**config.mk**
```make
export PLATFORM = sky130hd
export DESIGN_NAME = writeback_queue_flat
export DESIGN_NICKNAME = d
export VERILOG_FILES = /design/src/rtl/writeback_queue_if.sv /design/src/rtl/writeback_queue.sv /design/src/flat_wrapper.sv
export SDC_FILE = /design/constraint.sdc
export NUM_CORES = 1
export LEC_CHECK = 0
export CORE_MARGIN = 10
export CORE_UTILIZATION = 41
export DETAILED_ROUTE_END_ITERATION = 12
export PLACE_DENSITY = 0.6
export SLEW_MARGIN = 15
export SYNTH_ARGS = -nofsm -noshare
export SYNTH_HDL_FRONTEND = slang
export SYNTH_SLANG_ARGS = --single-unit
```
**constraint.sdc**
```tcl
create_clock -name clk -period 5.35 [get_ports clk]
set_input_delay 1.605 -clock clk [delete_from_list [all_inputs] [get_ports clk]]
set_output_delay 1.605 -clock clk [all_outputs]
set_load 0.05 [all_outputs]
```
**src/rtl/writeback_queue_if.sv**
```systemverilog
// ============================================================================
// Module      : writeback_queue_if
// Description : Producer handshakes and register-file ports of the writeback
//               queue, plus its hazard status outputs.
// Revision    : 1.0 - initial release
// ============================================================================
`default_nettype none

interface writeback_queue_if #(
    parameter int N = 32
);
    logic         a_valid;
    logic         a_ready;
    logic         a_reg_en;
    logic [3:0]   a_addr;
    logic [N-1:0] a_data;
    logic         a_flag_en;
    logic [N-1:0] a_flags;

    logic         b_valid;
    logic         b_ready;
    logic [3:0]   b_addr;
    logic [N-1:0] b_data;

    logic [3:0]   write_address;
    logic [N-1:0] write_data;
    logic         write_enable;
    logic [3:0]   write_address2;
    logic [N-1:0] write_data2;
    logic         write_enable2;
    logic [N-1:0] pc_update;
    logic         pc_write;
    logic [N-1:0] cspr_update;
    logic         cspr_write;
    logic [15:0]  busy_mask;
    logic         empty;

    modport slave (
        input  a_valid, a_reg_en, a_addr, a_data, a_flag_en, a_flags,
        input  b_valid, b_addr, b_data,
        output a_ready, b_ready,
        output write_address, write_data, write_enable,
        output write_address2, write_data2, write_enable2,
        output pc_update, pc_write, cspr_update, cspr_write,
        output busy_mask, empty
    );

    modport master (
        output a_valid, a_reg_en, a_addr, a_data, a_flag_en, a_flags,
        output b_valid, b_addr, b_data,
        input  a_ready, b_ready,
        input  write_address, write_data, write_enable,
        input  write_address2, write_data2, write_enable2,
        input  pc_update, pc_write, cspr_update, cspr_write,
        input  busy_mask, empty
    );
endinterface

`default_nettype wire

```
**src/rtl/writeback_queue.sv**
```systemverilog
// ============================================================================
// Module      : writeback_queue
// Description : In-order writeback FIFO fed by ALU (A) and LSU (B); retires up
//               to two entries per cycle onto register file, PC and CSPR ports.
// Revision    : 1.0 - initial release
// ============================================================================
`default_nettype none

module writeback_queue #(
    parameter int N     = 32,
    parameter int DEPTH = 4
) (
    input  wire logic        clk,
    input  wire logic        rst_n,
    writeback_queue_if.slave wb
);

    localparam int c_PTR_W = $clog2(DEPTH);
    localparam int c_CNT_W = c_PTR_W + 1;
    localparam logic [c_CNT_W-1:0] c_DEPTH_CNT = c_CNT_W'(DEPTH);
    localparam logic [3:0]         c_PC_ADDR   = 4'hF;

    logic [c_CNT_W-1:0] r_count;
    logic [c_PTR_W-1:0] r_head;
    logic [c_PTR_W-1:0] r_tail;

    logic               r_reg_en  [DEPTH];
    logic [3:0]         r_addr    [DEPTH];
    logic [N-1:0]       r_data    [DEPTH];
    logic               r_flag_en [DEPTH];
    logic [N-1:0]       r_flags   [DEPTH];

    logic [3:0]         r_wr_addr;
    logic [N-1:0]       r_wr_data;
    logic               r_wr_en;
    logic [3:0]         r_wr_addr2;
    logic [N-1:0]       r_wr_data2;
    logic               r_wr_en2;
    logic [N-1:0]       r_pc_data;
    logic               r_pc_wr;
    logic [N-1:0]       r_cs_data;
    logic               r_cs_wr;

    logic [c_CNT_W-1:0] w_free;
    logic               w_a_ready;
    logic               w_b_ready;
    logic               w_a_fire;
    logic               w_a_store;
    logic               w_b_fire;
    logic [c_PTR_W-1:0] w_b_idx;
    logic [c_CNT_W-1:0] w_push_cnt;
    logic [c_PTR_W-1:0] w_s0;
    logic [c_PTR_W-1:0] w_s1;
    logic               w_conflict;
    logic               w_pop0;
    logic               w_pop1;
    logic [c_CNT_W-1:0] w_pop_cnt;
    logic [c_PTR_W-1:0] w_idx;
    logic [15:0]        w_busy;

    // Readiness uses only the registered count; a pop this cycle gives no credit.
    assign w_free     = c_DEPTH_CNT - r_count;
    assign w_a_ready  = (w_free != '0);
    assign w_b_ready  = (w_free >= c_CNT_W'(2)) || ((w_free != '0) && !wb.a_valid);
    assign w_a_fire   = wb.a_valid && w_a_ready;
    assign w_a_store  = w_a_fire && (wb.a_reg_en || wb.a_flag_en);
    assign w_b_fire   = wb.b_valid && w_b_ready;
    assign w_b_idx    = w_a_store ? r_tail + c_PTR_W'(1) : r_tail;
    assign w_push_cnt = c_CNT_W'(w_a_store) + c_CNT_W'(w_b_fire);

    assign w_s0 = r_head;
    assign w_s1 = r_head + c_PTR_W'(1);

    // The second slot may only retire alongside the first if no port collides.
    assign w_conflict = (r_reg_en[w_s0] && r_reg_en[w_s1] && (r_addr[w_s0] == r_addr[w_s1]))
                      || (r_reg_en[w_s0] && r_reg_en[w_s1]
                          && (r_addr[w_s0] == c_PC_ADDR) && (r_addr[w_s1] == c_PC_ADDR))
                      || (r_flag_en[w_s0] && r_flag_en[w_s1]);
    assign w_pop0    = (r_count != '0);
    assign w_pop1    = (r_count >= c_CNT_W'(2)) && !w_conflict;
    assign w_pop_cnt = c_CNT_W'(w_pop0) + c_CNT_W'(w_pop1);

    always_ff @(posedge clk or negedge rst_n) begin
        if (!rst_n) begin
            r_count <= '0;
            r_head  <= '0;
            r_tail  <= '0;
        end else begin
            r_count <= r_count - w_pop_cnt + w_push_cnt;
            r_head  <= r_head + c_PTR_W'(w_pop_cnt);
            r_tail  <= r_tail + c_PTR_W'(w_push_cnt);
        end
    end

    always_ff @(posedge clk) begin
        if (w_a_store) begin
            r_reg_en[r_tail]  <= wb.a_reg_en;
            r_addr[r_tail]    <= wb.a_addr;
            r_data[r_tail]    <= wb.a_data;
            r_flag_en[r_tail] <= wb.a_flag_en;
            r_flags[r_tail]   <= wb.a_flags;
        end
        if (w_b_fire) begin
            r_reg_en[w_b_idx]  <= 1'b1;
            r_addr[w_b_idx]    <= wb.b_addr;
            r_data[w_b_idx]    <= wb.b_data;
            r_flag_en[w_b_idx] <= 1'b0;
            r_flags[w_b_idx]   <= '0;
        end
    end

    // Enables pulse for one cycle per pop; address/data hold their last value.
    always_ff @(posedge clk or negedge rst_n) begin
        if (!rst_n) begin
            r_wr_addr  <= '0;
            r_wr_data  <= '0;
            r_wr_en    <= 1'b0;
            r_wr_addr2 <= '0;
            r_wr_data2 <= '0;
            r_wr_en2   <= 1'b0;
            r_pc_data  <= '0;
            r_pc_wr    <= 1'b0;
            r_cs_data  <= '0;
            r_cs_wr    <= 1'b0;
        end else begin
            r_wr_en  <= 1'b0;
            r_wr_en2 <= 1'b0;
            r_pc_wr  <= 1'b0;
            r_cs_wr  <= 1'b0;
            if (w_pop0) begin
                if (r_reg_en[w_s0]) begin
                    if (r_addr[w_s0] == c_PC_ADDR) begin
                        r_pc_data <= r_data[w_s0];
                        r_pc_wr   <= 1'b1;
                    end else begin
                        r_wr_addr <= r_addr[w_s0];
                        r_wr_data <= r_data[w_s0];
                        r_wr_en   <= 1'b1;
                    end
                end
                if (r_flag_en[w_s0]) begin
                    r_cs_data <= r_flags[w_s0];
                    r_cs_wr   <= 1'b1;
                end
            end
            if (w_pop1) begin
                if (r_reg_en[w_s1]) begin
                    if (r_addr[w_s1] == c_PC_ADDR) begin
                        r_pc_data <= r_data[w_s1];
                        r_pc_wr   <= 1'b1;
                    end else begin
                        r_wr_addr2 <= r_addr[w_s1];
                        r_wr_data2 <= r_data[w_s1];
                        r_wr_en2   <= 1'b1;
                    end
                end
                if (r_flag_en[w_s1]) begin
                    r_cs_data <= r_flags[w_s1];
                    r_cs_wr   <= 1'b1;
                end
            end
        end
    end

    always_comb begin
        w_busy = '0;
        w_idx  = r_head;
        for (int k = 0; k < DEPTH; k++) begin
            w_idx = r_head + c_PTR_W'(k);
            if ((c_CNT_W'(k) < r_count) && r_reg_en[w_idx]) begin
                w_busy[r_addr[w_idx]] = 1'b1;
            end
        end
        if (r_wr_en) begin
            w_busy[r_wr_addr] = 1'b1;
        end
        if (r_wr_en2) begin
            w_busy[r_wr_addr2] = 1'b1;
        end
        if (r_pc_wr) begin
            w_busy[c_PC_ADDR] = 1'b1;
        end
    end

    assign wb.a_ready        = w_a_ready;
    assign wb.b_ready        = w_b_ready;
    assign wb.write_address  = r_wr_addr;
    assign wb.write_data     = r_wr_data;
    assign wb.write_enable   = r_wr_en;
    assign wb.write_address2 = r_wr_addr2;
    assign wb.write_data2    = r_wr_data2;
    assign wb.write_enable2  = r_wr_en2;
    assign wb.pc_update      = r_pc_data;
    assign wb.pc_write       = r_pc_wr;
    assign wb.cspr_update    = r_cs_data;
    assign wb.cspr_write     = r_cs_wr;
    assign wb.busy_mask      = w_busy;
    assign wb.empty          = (r_count == '0) && !(r_wr_en || r_wr_en2 || r_pc_wr || r_cs_wr);

endmodule

`default_nettype wire

```
**src/flat_wrapper.sv**
```systemverilog
// flat-port wrapper written by rule: the top's interface ports become plain ports
module writeback_queue_flat 
#(
    parameter int N     = 32,
    parameter int DEPTH = 4
)
  (clk, rst_n, wb_a_valid, wb_a_reg_en, wb_a_addr, wb_a_data, wb_a_flag_en, wb_a_flags, wb_b_valid, wb_b_addr, wb_b_data, wb_a_ready, wb_b_ready, wb_write_address, wb_write_data, wb_write_enable, wb_write_address2, wb_write_data2, wb_write_enable2, wb_pc_update, wb_pc_write, wb_cspr_update, wb_cspr_write, wb_busy_mask, wb_empty);
  writeback_queue_if #(.N(N)) wb_i ();
  input  wire logic clk;
  input  wire logic rst_n;
  input wire logic [$bits(wb_i.a_valid)-1:0] wb_a_valid;
  input wire logic [$bits(wb_i.a_reg_en)-1:0] wb_a_reg_en;
  input wire logic [$bits(wb_i.a_addr)-1:0] wb_a_addr;
  input wire logic [$bits(wb_i.a_data)-1:0] wb_a_data;
  input wire logic [$bits(wb_i.a_flag_en)-1:0] wb_a_flag_en;
  input wire logic [$bits(wb_i.a_flags)-1:0] wb_a_flags;
  input wire logic [$bits(wb_i.b_valid)-1:0] wb_b_valid;
  input wire logic [$bits(wb_i.b_addr)-1:0] wb_b_addr;
  input wire logic [$bits(wb_i.b_data)-1:0] wb_b_data;
  output wire logic [$bits(wb_i.a_ready)-1:0] wb_a_ready;
  output wire logic [$bits(wb_i.b_ready)-1:0] wb_b_ready;
  output wire logic [$bits(wb_i.write_address)-1:0] wb_write_address;
  output wire logic [$bits(wb_i.write_data)-1:0] wb_write_data;
  output wire logic [$bits(wb_i.write_enable)-1:0] wb_write_enable;
  output wire logic [$bits(wb_i.write_address2)-1:0] wb_write_address2;
  output wire logic [$bits(wb_i.write_data2)-1:0] wb_write_data2;
  output wire logic [$bits(wb_i.write_enable2)-1:0] wb_write_enable2;
  output wire logic [$bits(wb_i.pc_update)-1:0] wb_pc_update;
  output wire logic [$bits(wb_i.pc_write)-1:0] wb_pc_write;
  output wire logic [$bits(wb_i.cspr_update)-1:0] wb_cspr_update;
  output wire logic [$bits(wb_i.cspr_write)-1:0] wb_cspr_write;
  output wire logic [$bits(wb_i.busy_mask)-1:0] wb_busy_mask;
  output wire logic [$bits(wb_i.empty)-1:0] wb_empty;
  assign wb_i.a_valid = wb_a_valid;
  assign wb_i.a_reg_en = wb_a_reg_en;
  assign wb_i.a_addr = wb_a_addr;
  assign wb_i.a_data = wb_a_data;
  assign wb_i.a_flag_en = wb_a_flag_en;
  assign wb_i.a_flags = wb_a_flags;
  assign wb_i.b_valid = wb_b_valid;
  assign wb_i.b_addr = wb_b_addr;
  assign wb_i.b_data = wb_b_data;
  assign wb_a_ready = wb_i.a_ready;
  assign wb_b_ready = wb_i.b_ready;
  assign wb_write_address = wb_i.write_address;
  assign wb_write_data = wb_i.write_data;
  assign wb_write_enable = wb_i.write_enable;
  assign wb_write_address2 = wb_i.write_address2;
  assign wb_write_data2 = wb_i.write_data2;
  assign wb_write_enable2 = wb_i.write_enable2;
  assign wb_pc_update = wb_i.pc_update;
  assign wb_pc_write = wb_i.pc_write;
  assign wb_cspr_update = wb_i.cspr_update;
  assign wb_cspr_write = wb_i.cspr_write;
  assign wb_busy_mask = wb_i.busy_mask;
  assign wb_empty = wb_i.empty;
  writeback_queue #(.N(N), .DEPTH(DEPTH)) u_core (.clk(clk), .rst_n(rst_n), .wb(wb_i));
endmodule
```
After elaboration in Yosys (flattened, before gate mapping)

Memory sizes are Yosys's and may differ from the RTL's.
Cells that the tools add are included.
W data, S select, Z words.

Memories: 5
Bits of input ports: 110
Bits in writable memories: 280
Output and inout bits: 159
Bits in registers: 147
Word-level logic and storage cells: 143

Memory list:

| memory           | depth | width | read ports | clocked after Yosys merged registers in | write ports | RTL line              | text |
|---|---|---|---|---|---|---|---|
| u_core.r_data    | 4     | 32    | 2          | 0                                       | 2           | writeback_queue.sv:29 | `logic [N-1:0] r_data [DEPTH];` |
| u_core.r_flags   | 4     | 32    | 2          | 0                                       | 2           | writeback_queue.sv:31 | `logic [N-1:0] r_flags [DEPTH];` |
| u_core.r_addr    | 4     | 4     | 4          | 0                                       | 2           | writeback_queue.sv:28 | `logic [3:0] r_addr [DEPTH];` |
| u_core.r_flag_en | 4     | 1     | 2          | 0                                       | 2           | writeback_queue.sv:30 | `logic r_flag_en [DEPTH];` |
| u_core.r_reg_en  | 4     | 1     | 4          | 0                                       | 2           | writeback_queue.sv:27 | `logic r_reg_en [DEPTH];` |

Reduce and logical (&&, ||, !) cells: 36
Bitwise logic cells: 7
Equal/unequal tests: 3
$lt $le $gt $ge: 18
Multiplexer cells: 50
Add/sub/neg operators: 11

Operators with widths:

| kind                  | number |
|---|---|
| $mux W32              | 10 |
| $mux W16              | 6 |
| $or A16 B16 Y16       | 5 |
| $lt A4 B5 Y1 const B  | 6 |
| $mux W1               | 27 |
| $demux W1 S4          | 6 |
| $ge A4 B1 Y1 const B  | 6 |
| $logic_and A1 B1 Y1   | 21 |
| $eq A4 B4 Y1 const B  | 2 |
| $logic_or A1 B1 Y1    | 7 |
| $ge A3 B2 Y1 const B  | 2 |
| $lt A1 B3 Y1 const A  | 2 |
| $lt A2 B3 Y1 const A  | 2 |
| $reduce_and A3 Y1     | 2 |
| $reduce_bool A3 Y1    | 2 |
| $add A1 B1 Y2         | 2 |
| $add A2 B1 Y2 const B | 2 |
| $add A2 B2 Y2         | 2 |
| $add A2 B2 Y2 const B | 2 |
| $eq A4 B4 Y1          | 1 |
| $add A3 B3 Y3         | 1 |
| $logic_not A1 Y1      | 3 |
| $logic_not A3 Y1      | 1 |
| $sub A3 B3 Y3         | 1 |
| 3 further kinds       | 4 |

Logic depth before layout (Yosys ltp)

Gate-level depths: netlist (run 1).
An unclocked memory read counts as a cell.

Depth in word-level cells: 17
Gate-level depth with buffers: 16
Mapped depth without buffers: 12

Worst setup path before layout (run 1)

OpenSTA, ideal clock, no wires.

Path kind: input -> register
From: in wb_a_valid
To: mem u_core.r_addr[3][0], enable pin
Library setup time: 0.399 ns
Arrival time: 4.301 ns
Stages: 5
Data required time: 4.951 ns
Setup slack: 0.650 ns
Buffers on the path: 1
Cells stage by stage: o211ai_1 -> nand2_1 -> a21oi_1 -> clkbuf_1 -> nand2b_1

RTL lines:

| item               | RTL line              | text |
|---|---|---|
| start: declaration | flat_wrapper.sv:11    | `input wire logic [$bits(wb_i.a_valid)-1:0] wb_a_valid;` |
| end: declaration   | writeback_queue.sv:28 |  |

Worst setup path after layout (run 1)

From: reg u_core.r_head[0]
To: out wb_busy_mask[9]

Longest elaborated chain between the ends: 16
Elaborated cells on any way between the ends: 40
Classes of those cells: 3 x add/sub; 8 x order compare; 14 x mux; 5 x bitwise; 8 x reduce/logical; 2 x memory

Ends and longest elaborated chain:

| item                                                                 | RTL line               | text |
|---|---|---|
| start: declaration                                                   | writeback_queue.sv:24  | `logic [c_PTR_W-1:0] r_head;` |
| start signal: assignment                                             | writeback_queue.sv:90  | `r_head <= r_head + c_PTR_W'(w_pop_cnt);` |
| $add A2 B1 Y2 or $mem_v2 Z4 W4 (tied branches)                       | -                      |  |
| $mem_v2 Z4 W4 (tied with other cells)                                | -                      |  |
| $lt A4 B5 Y1 (not written as such) (tied with other cells)           | writeback_queue.sv:171 | `w_busy[r_addr[w_idx]] = 1'b1;` |
| $logic_and A1 B1 Y1 (not written as such) or $mux W1 (tied branches) | writeback_queue.sv:171 |  |
| $mux W1 (not written as such) or $demux W1 S4 (tied branches)        | -                      |  |
| $demux W1 S4 or $mux W16 (tied branches)                             | -                      |  |
| $or A16 B16 Y16 (no source line)                                     | -                      |  |
| $mux W16                                                             | writeback_queue.sv:170 | `if ((c_CNT_W'(k) < r_count) && r_reg_en[w_idx]) begin` |
| $or A16 B16 Y16 (no source line)                                     | -                      |  |
| $mux W16                                                             | writeback_queue.sv:170 |  |
| $or A16 B16 Y16 (no source line)                                     | -                      |  |
| $mux W16 *                                                           | writeback_queue.sv:170 |  |
| $or A16 B16 Y16 (no source line)                                     | -                      |  |
| $mux W16 *                                                           | writeback_queue.sv:174 | `if (r_wr_en) begin` |
| $or A16 B16 Y16 (no source line)                                     | -                      |  |
| $mux W16 *                                                           | writeback_queue.sv:177 | `if (r_wr_en2) begin` |
| end: declaration                                                     | flat_wrapper.sv:32     | `output wire logic [$bits(wb_i.busy_mask)-1:0] wb_busy_mask;` |

Every way passes the cells marked *; elsewhere a longest branch is shown, timed or not.

==> results of run 1 <==
## critical path, delay by kind of cell, from the launching register on
family	cells	cell delay, ps
buf+inv	2	1030
simple gates	3	720
flops	1	560
mux	1	540
compound gates	1	150
## layout make-up
type | count | area [µm²]
inverter | 18 | 67.6
sequential | 427 | 10700
fill | 4806 | 26700
clock inverter | 13 | 82.6
tap | 696 | 871
timing repair buffer | 309 | 3090
multi-input combinational | 1364 | 10900
clock buffer | 76 | 1490
antenna | 10 | 25.0
## metal layers
metal | GRT usage [%] | routed length [µm] | share of wire [%]
met1 | 26.3 | 29300 | 42
met2 | 35.6 | 34000 | 49
met3 | 4.92 | 4070 | 5.9
met4 | 6.74 | 1730 | 2.5
met5 | 0 | 130 | 0.19
## logic make-up (layout without fill, tap and decap cells)
kind of cell | Yosys count | in the layout | synth area share [%]
multiplexers | 514 | 514 | 28.9
buffers and inverters | 159 | 416 | 3.75
AND/OR/NAND/NOR | 486 | 486 | 9.18
adder cells (fa/ha/maj) | 16 | 16 | 0.961
AO/OA/AOI/OAI | 332 | 332 | 8.64
flip-flops | 427 | 427 | 47.9
other | 0 | 10 | 0
XOR/XNOR | 16 | 16 | 0.626
## power by group
| group | leakage (nW) | internal, W | switching, W | total [W] |
|---|---|---|---|---|
| clock | 0.785 | 0.00191 | 0.00134 | 0.00325 |
| sequential | 4.27 | 0.00497 | 0.00100 | 0.00598 |
| combinational | 5.53 | 0.00475 | 0.00718 | 0.0119 |
## worst min path at each step
stage / startpoint / end / slack [ps]
after floorplan: u_core.r_flags[3][0] / u_core.r_flags[3][0] / 440
after global placement: u_core.r_flags[1][18] / u_core.r_flags[1][18] / 450
after detailed placement: u_core.r_flags[3][1] / u_core.r_flags[3][1] / 460
after CTS: u_core.r_flags[3][1] / u_core.r_flags[3][1] / 470
after global routing: u_core.r_flags[0][25] / u_core.r_flags[0][25] / 490
final: u_core.r_flags[1][8] / u_core.r_flags[1][8] / 470
## metrics by stage
stage / cell area, µm² / hold WS (ps) / utilization (%)
floorplan: 22400 / 443 / -
global placement: 25600 / 450 / 47.5
detailed placement: 25600 / 459 / 47.5
CTS: 27200 / 468 / 50.4
global route: 27200 / 488 / 50.5
finish: 27300 / 468 / 50.5
## sequential cells by signal, summed over array words and instances, names as in the netlist
signal and cells:
u_core.r_data 128, u_core.r_flags 128, u_core.wb.cspr_update 32, u_core.wb.pc_update 32
u_core.wb.write_data2 32, u_core.wb.write_data 32, u_core.r_addr 16, u_core.r_flag_en 4
u_core.r_reg_en 4, u_core.wb.write_address2 4, u_core.wb.write_address 4, u_core.r_count 3
u_core.r_head 2, u_core.r_tail 2, u_core.wb.cspr_write 1, u_core.wb.pc_write 1
u_core.wb.write_enable 1, u_core.wb.write_enable2 1
## placed cells by master (no fill, tap or decap), drive strengths merged, types with 11 or more instances in the layout
| cell | count |
|---|---|
| mux2 | 293 |
| edfxtp | 144 |
| ha | 14 |
| o22ai | 11 |
| mux4 | 76 |
| nor2b | 11 |
| dfxtp | 136 |
| nand3 | 14 |
| nand2 | 368 |
| a21oi | 138 |
| mux2i | 145 |
| clkinv | 11 |
| clkdlybuf4s50 | 258 |
| xnor2 | 12 |
| inv | 20 |
| dfrtp | 147 |
| clkbuf | 76 |
| o21ai | 107 |
| o31ai | 33 |
| buf | 43 |
| nor2 | 29 |
| nand2b | 15 |
## what timing repair did
item | in CTS | in global routing
gates resized for setup | 1 | 10
hold buffers | 0 | 0
endpoints found under the setup margin | 1 | 12
==> impl_results.md, run 1 <==
- Clock Latency Late Sink: around 590 ps
- Syn_nets: between 2,000 and 2,500
- Crit-path max FO: 24
- Crit path kind: flip-flop to primary output
- Top cells by count, synth: 366 x nand2_1, 289 x mux2_2, 147 x dfrtp_1
- Reg2Reg Capture Point: u_core.wb.cspr_update[5]
- Netlist cell types: between 60 and 70
- Via/cell ratio: 5.67
- Critical Path RT: around 3700 ps
- Syn_area_per_cell: between 10 and 15 µm²
- First-pass GRT wire length: 105,000 µm
- Top-count cell post-synth: nand2_1
- Async S/R FF share, synth: about a third
- Area of the mapped netlist: roughly 22,000 µm²
- Placed insts: 2,814
- Crit path cell chain: buf_6 -> mux4_2 -> nor2b_1 -> nand3_1 -> o221ai_1 -> or3_1 -> clkdlybuf4s50_1
- Fin Clk Skew: approximately 21 ps
- Fmax: just under 200 MHz
- Ranking of synthesized cells by area: edfxtp_1 19%, dfrtp_1 16%, mux2_2 15%
- Final hold violation count: 0
- Die Ht: about 250 µm
- Static Leak: about 11 nW
- Initial Util: ~42%
- Power Density: 776 nW/µm²
- Setup ws final: between 100 and 150 ps
- Place WS: between 600 and 700 ps
- 1st-iter DRT viols: 1,120
- Router iterations before antenna repair: 7
- Flip-flop and latch count after synthesis: roughly 430
- HP Class: flip-flop to flip-flop
- Via Count: about 17,000
- Core Region: between 50,000 and 60,000 µm²
- Hold Path Stages: 2
- Fin crit share: a little over nine tenths
- Full die area: roughly 64,000 µm²
- Fraction of layout cells with a size suffix above 1: between 20% and 30%
- Gr usage total: between 20% and 30%
- R2R setup slack: approximately 1300 ps
- CP endpoint: wb_busy_mask[9]
- GP Congestion: roughly 0.86
- Worst setup startpoint: u_core.r_head[0]
- Vias in the first global route: 17,100
- Nets@finish: about 2,300
- Wire length per cell: around 24 µm
- Initial antenna violation count: 20
- Antenna Nets Post-Route: 0
- Fin. max-slew vios: 0
- Yosys top cell by area: edfxtp_1
- Status: finished clean
- DP HPWL: roughly 45,000 µm
- Drt drc: 0
- Slowest stage cell, crit path: clkdlybuf4s50_1
- CP max stage delay: between 700 and 800 ps
- Critical Path Sink Type: primary output
- # port buffers: ~270
- Clock Path Buffers: 3
- Pwr Total: ~0.021 W
- Sequential share of the synthesized area: 47.9%
- Clock sink count: around 430
- Htree depth: 2
- Worst r2r src: u_core.r_head[1]
- Share of the synthesized area in the top cell type: 19.3%
- Detailed Route WL: around 69,000 µm
- Worst-path clk slew: 60 ps
- Arrival @ worst endpoint: 3600 ps
- Final Setup Violations: 0
- Slew margin rel.: between 30% and 40%
- CTS buffer count: 48
- Peak VDD IR: just under 500 µV
- Area growth syn-to-layout: 21.7%
- CTS tree: built
- Row count: between 80 and 90
- Worst setup SP type: flip-flop
- Final Instance Count excl. Fillers: between 2,000 and 3,000
- DIE WIDTH: ~250 µm
- Syn Inst Count: 1,950
- Post-synth EDFFs: about 140
- Ys Warns: 0
- Pin count of the biggest net entering global routing: about 80
- Max Cap Viol: 0
- RSZ-0062 raised after global routing: no
- Setup TNS: 0 ps
- Worst Max-Slew Pin Slew: approximately 1000 ps
- Path depth of the worst reg2reg path: 8
- Root Buffer: clkbuf_16
- Top_reg_cell synth: dfrtp_1
- Post-CTS Setup Repair Bufs: 0
- I/O pins: about 270
- Min Tclk post-route: about 5200 ps
- GRT overflow: 0
(Power assumes the default switching activity.)
==> run 2: changes to the inputs <==
SKIP_LAST_GASP = 1   (was unset)
==> impl_results.md, run 2 (same netlist as run 1, synthesis figures left out) <==
- Area of the multi-input gates: 10,900 µm² (unchanged)
- Placed insts: 2,814 (unchanged)
- Commonest non-fill, non-tap cell in the layout: nand2_1
- Slew margin rel.: 32.2% (about the same)
- Core Region: 53,900 µm² (unchanged)
- Switching share of power: 45.0% (about the same)
- Largest registers: u_core.r_data: 128 flops, u_core.r_flags: 128 flops
- Gr usage total: 21.1% (unchanged)
- Clock Path Buffers: 3 (unchanged)
- Final hold violation count: 0 (unchanged)
- Worst setup SP type: flip-flop
- GP Congestion: 0.860 (unchanged)
- Fin Clk Skew: 20.4 ps (-0.142 ps)
- Critical Path RT: 3740 ps (about the same)
- I/O pins: 269 (unchanged)
- Peak VDD IR: 497 µV (unchanged)
- Combinational group share of total power: 56.4% (about the same)
- Router iterations before antenna repair: 7 (unchanged)
- Int Pwr: 0.0116 W (about the same)
- Final Instance Count excl. Fillers: 2,913 (unchanged)
- Root Buffer: clkbuf_16
- GRT overflow: 0 (unchanged)
- Sequential share of power: 28.2% (about the same)
- FF+latch area: 10,700 µm² (unchanged)
- Clock network power share: 15.4% (about the same)
- Status: finished clean
- Arrival @ worst endpoint: 3600 ps (about the same)
- Htree depth: 2 (unchanged)
- Via/cell ratio: 5.66 (about the same)
- Fmax: 192 MHz (about the same)
- Crit-path max FO: 24 (unchanged)
- Via Count: 16,500 (-0.055%)
- Power Density: 776 nW/µm² (about the same)
- Nets@finish: 2,294 (unchanged)
- Sw Pwr: 0.00953 W (about the same)
- Min Tclk post-route: 5200 ps (-0.644 ps)
- Drt drc: 0 (unchanged)
- Row count: 85 (unchanged)
- Post-CTS Setup Repair Bufs: 0 (unchanged)
- CTS Hold Bufs: 0 (unchanged)
- Detailed Route WL: 69,200 µm (about the same)
- Final Setup Violations: 0 (unchanged)
- Pwr Total: 0.0212 W (about the same)
- Worst Max-Slew Pin Slew: 1020 ps (-0.171 ps)
- Wire length per cell: 23.8 µm (about the same)
- Initial antenna violation count: 20 (unchanged)
- HP Class: flip-flop to flip-flop
- Fin crit share: 97.2% (about the same)
- Max Cap Viol: 0 (unchanged)
- CTS tree: built
- Clock Latency Late Sink: 580 ps (about the same)
- First-pass GRT wire length: 105,000 µm (unchanged)
- RSZ-0062 raised after global routing: yes
- Crit path kind: flip-flop to primary output
- CTS buffer count: 48 (unchanged)
- Vias in the first global route: 17,100 (unchanged)
- Most frequent cells in the layout: 364 x nand2_1, 289 x mux2_2, 259 x clkdlybuf4s50_1, 145 x dfrtp_1
- Clock sink count: 427 (unchanged)
- Antenna Nets Post-Route: 0 (unchanged)
- Fin. max-slew vios: 0 (unchanged)
- Critical Path Sink Type: primary output
- Final-layout fill cell count: 4,807 (+0.021%)
- Static Leak: 10.6 nW (-0.15%)
- Die Ht: 254 µm (unchanged)
- Full die area: 64,300 µm² (unchanged)
- Pin count of the biggest net entering global routing: 82 (unchanged)
- 1st-iter DRT viols: 1,120 (unchanged)
- Initial Util: 41.5% (unchanged)
- # port buffers: 268 (unchanged)
- Worst-path clk slew: 60 ps (about the same)
- Final core utilization: 50.5% (about the same)
- Fraction of layout cells with a size suffix above 1: 23.2% (unchanged)
- Area growth syn-to-layout: 21.7% (about the same)
- DIE WIDTH: 254 µm (unchanged)
- DP HPWL: 45,300 µm (unchanged)
- Setup TNS: 0 ps (unchanged)
==> run 2: changes by cell type in the layout (fill, tap and decap cells not counted), sizes merged <==
cell,previous run,this run
dlymetal6s2s,7,6
clkdlybuf4s50,258,259
==> run 2: layout make-up <==
class	instances	share of cell area, %
multi-input cells	1364	40.0
inverters	18	0.248
repair buffers	309	11.3
flip-flops and latches	427	39.4
clock inverters	13	0.303
well taps	696	3.20
clock buffers	76	5.46
diodes	10	0.0918
==> run 2: worst paths after layout <==
path                                      start                  endpoint  slack [ps]  depth (start not counted)
max in group asynchronous                 rst_n  u_core.wb.write_data2[2]        3360                          2
min in group asynchronous                 rst_n  u_core.wb.cspr_update[2]        1040                          1
hold reg to reg            u_core.r_flags[1][8]      u_core.r_flags[1][8]         470                          2
hold / removal             u_core.r_flags[1][8]      u_core.r_flags[1][8]         470                          2
setup reg to reg               u_core.r_head[1]  u_core.wb.cspr_update[5]        1300                          8
setup / recovery               u_core.r_head[0]           wb_busy_mask[9]         150                          7
==> run 2: repair_timing <==
action | 4_1_cts | 5_1_grt
endpoints found under the setup margin | 1 | 12
gates resized for setup | 1 | 9
pin swaps | 0 | 0
==> run 2: power by group through the flow <==
| stage | registers [W] | clock network, W | logic, W |
|---|---|---|---|
| 5_1_grt | 0.00615 | 0.00346 | 0.0128 |
| 3_3_place_gp | 0.00593 | 0 | 0.0119 |
| 3_5_place_dp | 0.00600 | 0 | 0.0120 |
| 4_1_cts | 0.00596 | 0.00333 | 0.0120 |
| 6_report | 0.00598 | 0.00325 | 0.0119 |
| 2_1_floorplan | 0.00732 | 0 | 0.00705 |
==> run 2: per-layer routing <==
layer | routed length, µm | vias up | global-route usage, % | part of all wire (%)
met5 | 130 | - | 0 | 0.19
met3 | 4020 | 114 | 4.92 | 5.8
met4 | 1720 | 20 | 6.74 | 2.5
met1 | 29300 | 8339 | 26.3 | 42
li1 | - | 7570 | - | -
met2 | 34100 | 455 | 35.6 | 49
==> run 2: per-stage QoR <==
stage | hold slack, ps | instance area [µm²] | setup WS, ps
3_5_place_dp | 459 | 25600 | 610
5_1_grt | 488 | 27200 | -11.1
4_1_cts | 468 | 27200 | 1.40
2_1_floorplan | 443 | 22400 | 650
6_report | 468 | 27300 | 150
3_3_place_gp | 450 | 25600 | 659
==> run 2: critical path, stage by stage, from the launching register on <==
cell             delay (ps)
dfrtp_4                 560
buf_6                   320
mux4_2                  540
nor2b_1                 180
nand3_1                 210
o221ai_1                150
or3_1                   340
clkdlybuf4s50_1         710
==> run 3: changes to the inputs <==
CTS_CLUSTER_DIAMETER = 30   (was unset)
==> impl_results.md, run 3 (same netlist as run 1, synthesis figures left out) <==
- Fin Clk Skew: 38.6 ps (+18.2 ps)
- Fmax: 189 MHz (-1.9%)
- Min Tclk post-route: 5300 ps (+98.9 ps)
- Fin crit share: 99.1% (+1.8 points)
- Pin count of the biggest net entering global routing: 82 (unchanged)
- Initial antenna violation count: 19 (-5.0%)
- Switching share of power: 41.7% (-3.4 points)
- Largest registers: u_core.r_data: 128 flops, u_core.r_flags: 128 flops
- Clock sink count: 427 (unchanged)
- First-pass GRT wire length: 107,000 µm (+2.1%)
- Clock Latency Late Sink: 650 ps (+70 ps)
- Arrival @ worst endpoint: 3690 ps (+90 ps)
- Detailed Route WL: 70,500 µm (+1.8%)
- Initial Util: 41.5% (unchanged)
- Clock Path Buffers: 3 (unchanged)
- Most frequent cells in the layout: 364 x nand2_1, 289 x mux2_2, 257 x clkdlybuf4s50_1, 145 x dfrtp_1
- GRT overflow: 0 (unchanged)
- Final Instance Count excl. Fillers: 3,011 (+3.4%)
- Fraction of layout cells with a size suffix above 1: 26.0% (+2.8 points)
- Critical Path RT: 3740 ps (about the same)
- Power Density: 832 nW/µm² (+7.1%)
- Gr usage total: 21.6% (+0.50 points)
- Via Count: 16,900 (+2.2%)
- Clock network power share: 26.3% (+11 points)
- Commonest non-fill, non-tap cell in the layout: nand2_1
- Path depth of the worst reg2reg path: 8 (unchanged)
- Drt drc: 0 (unchanged)
- Die Ht: 254 µm (unchanged)
- Router iterations before antenna repair: 7 (unchanged)
- Int Pwr: 0.0142 W (+22%)
- Vias in the first global route: 17,900 (+4.3%)
- CTS Hold Bufs: 0 (unchanged)
- Antenna Nets Post-Route: 0 (unchanged)
- Placed insts: 2,814 (unchanged)
- Min-delay src: u_core.r_flags[1][8]
- Final hold violation count: 0 (unchanged)
- Fin. max-slew vios: 0 (unchanged)
- HP Class: flip-flop to flip-flop
- DIE WIDTH: 254 µm (unchanged)
- Static Leak: 11.5 nW (+9.2%)
- Core Region: 53,900 µm² (unchanged)
- Wire length per cell: 23.4 µm (-1.5%)
- Combinational group share of total power: 49.1% (-7.3 points)
- Reg2Reg Capture Point: u_core.wb.cspr_update[30]
- Worst Max-Slew Pin Slew: 1020 ps (-2.03 ps)
- 1st-iter DRT viols: 1,070 (-4.5%)
- Slew margin rel.: 32.3% (+0.14 points)
- R2R setup slack: 1270 ps (-30 ps)
- Row count: 85 (unchanged)
- Hold Path Stages: 2 (unchanged)
- Htree depth: 3 (+1)
- RSZ-0062 raised after global routing: yes
- Peak VDD IR: 554 µV (+11%)
- GP Congestion: 0.860 (unchanged)
- Max Cap Viol: 0 (unchanged)
- Via/cell ratio: 5.60 (-1.1%)
- CTS tree: built
- Sequential share of power: 24.6% (-3.6 points)
- Crit path kind: flip-flop to primary output
- I/O pins: 269 (unchanged)
- Sw Pwr: 0.0102 W (+6.5%)
- CTS buffer count: 100 (+110%)
- Area growth syn-to-layout: 30.8%
- DP HPWL: 45,300 µm (unchanged)
- Status: finished clean
- # port buffers: 268 (unchanged)
- Setup TNS: 0 ps (unchanged)
- Critical Path Sink Type: primary output
- Crit-path max FO: 33 (+38%)
- Nets@finish: 2,346 (+2.3%)
- Root Buffer: clkbuf_16
- Full die area: 64,300 µm² (unchanged)
- Worst hold endpoint: u_core.r_flags[1][8]
- Final Setup Violations: 0 (unchanged)
- Worst setup SP type: flip-flop
- Worst r2r src: u_core.r_head[1]
- Worst-path clk slew: 50 ps (about the same)
run 3: cell types whose count changed in the layout (fill, tap and decap cells not counted), sizes merged, moves of 2 or more:
cell / previous run / this run
dlygate4sd2: 1 / 3
clkinv: 11 / 25
clkbuf: 76 / 140
bufinv: 0 / 16
clkinvlp: 0 / 5
clkdlybuf4s50: 259 / 257
run 3: what timing repair did:
action,in CTS,in global routing
gates resized for setup,4,8
endpoints found under the setup margin,6,10
buffers inserted,0,0
run 3: worst max-delay path by stage:
stage,start,end,slack (ps)
2_1_floorplan,wb_a_valid,u_core.r_addr[3][0],650
3_5_place_dp,u_core.r_head[0],wb_busy_mask[4],610
6_report,u_core.r_head[1],wb_busy_mask[12],50
4_1_cts,u_core.r_head[1],wb_busy_mask[0],6
5_1_grt,u_core.r_head[1],wb_busy_mask[12],-80
3_3_place_gp,wb_a_valid,wb_b_ready,660
run 3: cell type report:
type	count	area [µm²]
clock inverters	48	758
fillers	4592	24600
flip-flops and latches	427	10700
well taps	696	871
multi-input cells	1364	10900
repair buffers	309	3080
inverters	18	67.6
diodes	9	22.5
clock buffers	140	2860
run 3: power by group through the flow:
stage	logic, W	clock network (W)	registers (W)
2_1_floorplan	0.00705	0	0.00732
3_3_place_gp	0.0119	0	0.00593
3_5_place_dp	0.0120	0	0.00600
4_1_cts	0.0120	0.00649	0.00598
5_1_grt	0.0128	0.00667	0.00616
6_report	0.0120	0.00640	0.00599
run 3: layer usage:
layer	global-route usage [%]	routed length [µm]	up-vias
met5	0	139	-
met4	8.60	1790	20
met3	5.52	4560	135
met2	36.1	34500	529
met1	26.3	29500	8450
li1	-	-	7726
run 3: critical path, stage by stage (launching register included):
cell and delay [ps]:
dfrtp_4 700, mux4_2 600, nor3b_1 360, nand2b_1 210, o22ai_1 240, or3_1 140, clkdlybuf4s50_1 800
run 3: metrics by stage:
stage / total power (W) / util, % / area [µm²] / worst slack (ps) / hold slack [ps]
6_report: 0.0244 / 54.3 / 29300 / 50.8 / 465
3_5_place_dp: 0.0180 / 47.5 / 25600 / 610 / 459
3_3_place_gp: 0.0178 / 47.5 / 25600 / 659 / 450
2_1_floorplan: 0.0144 / - / 22400 / 650 / 443
5_1_grt: 0.0256 / 54.3 / 29300 / -76.9 / 485
4_1_cts: 0.0245 / 54.2 / 29200 / 5.93 / 465
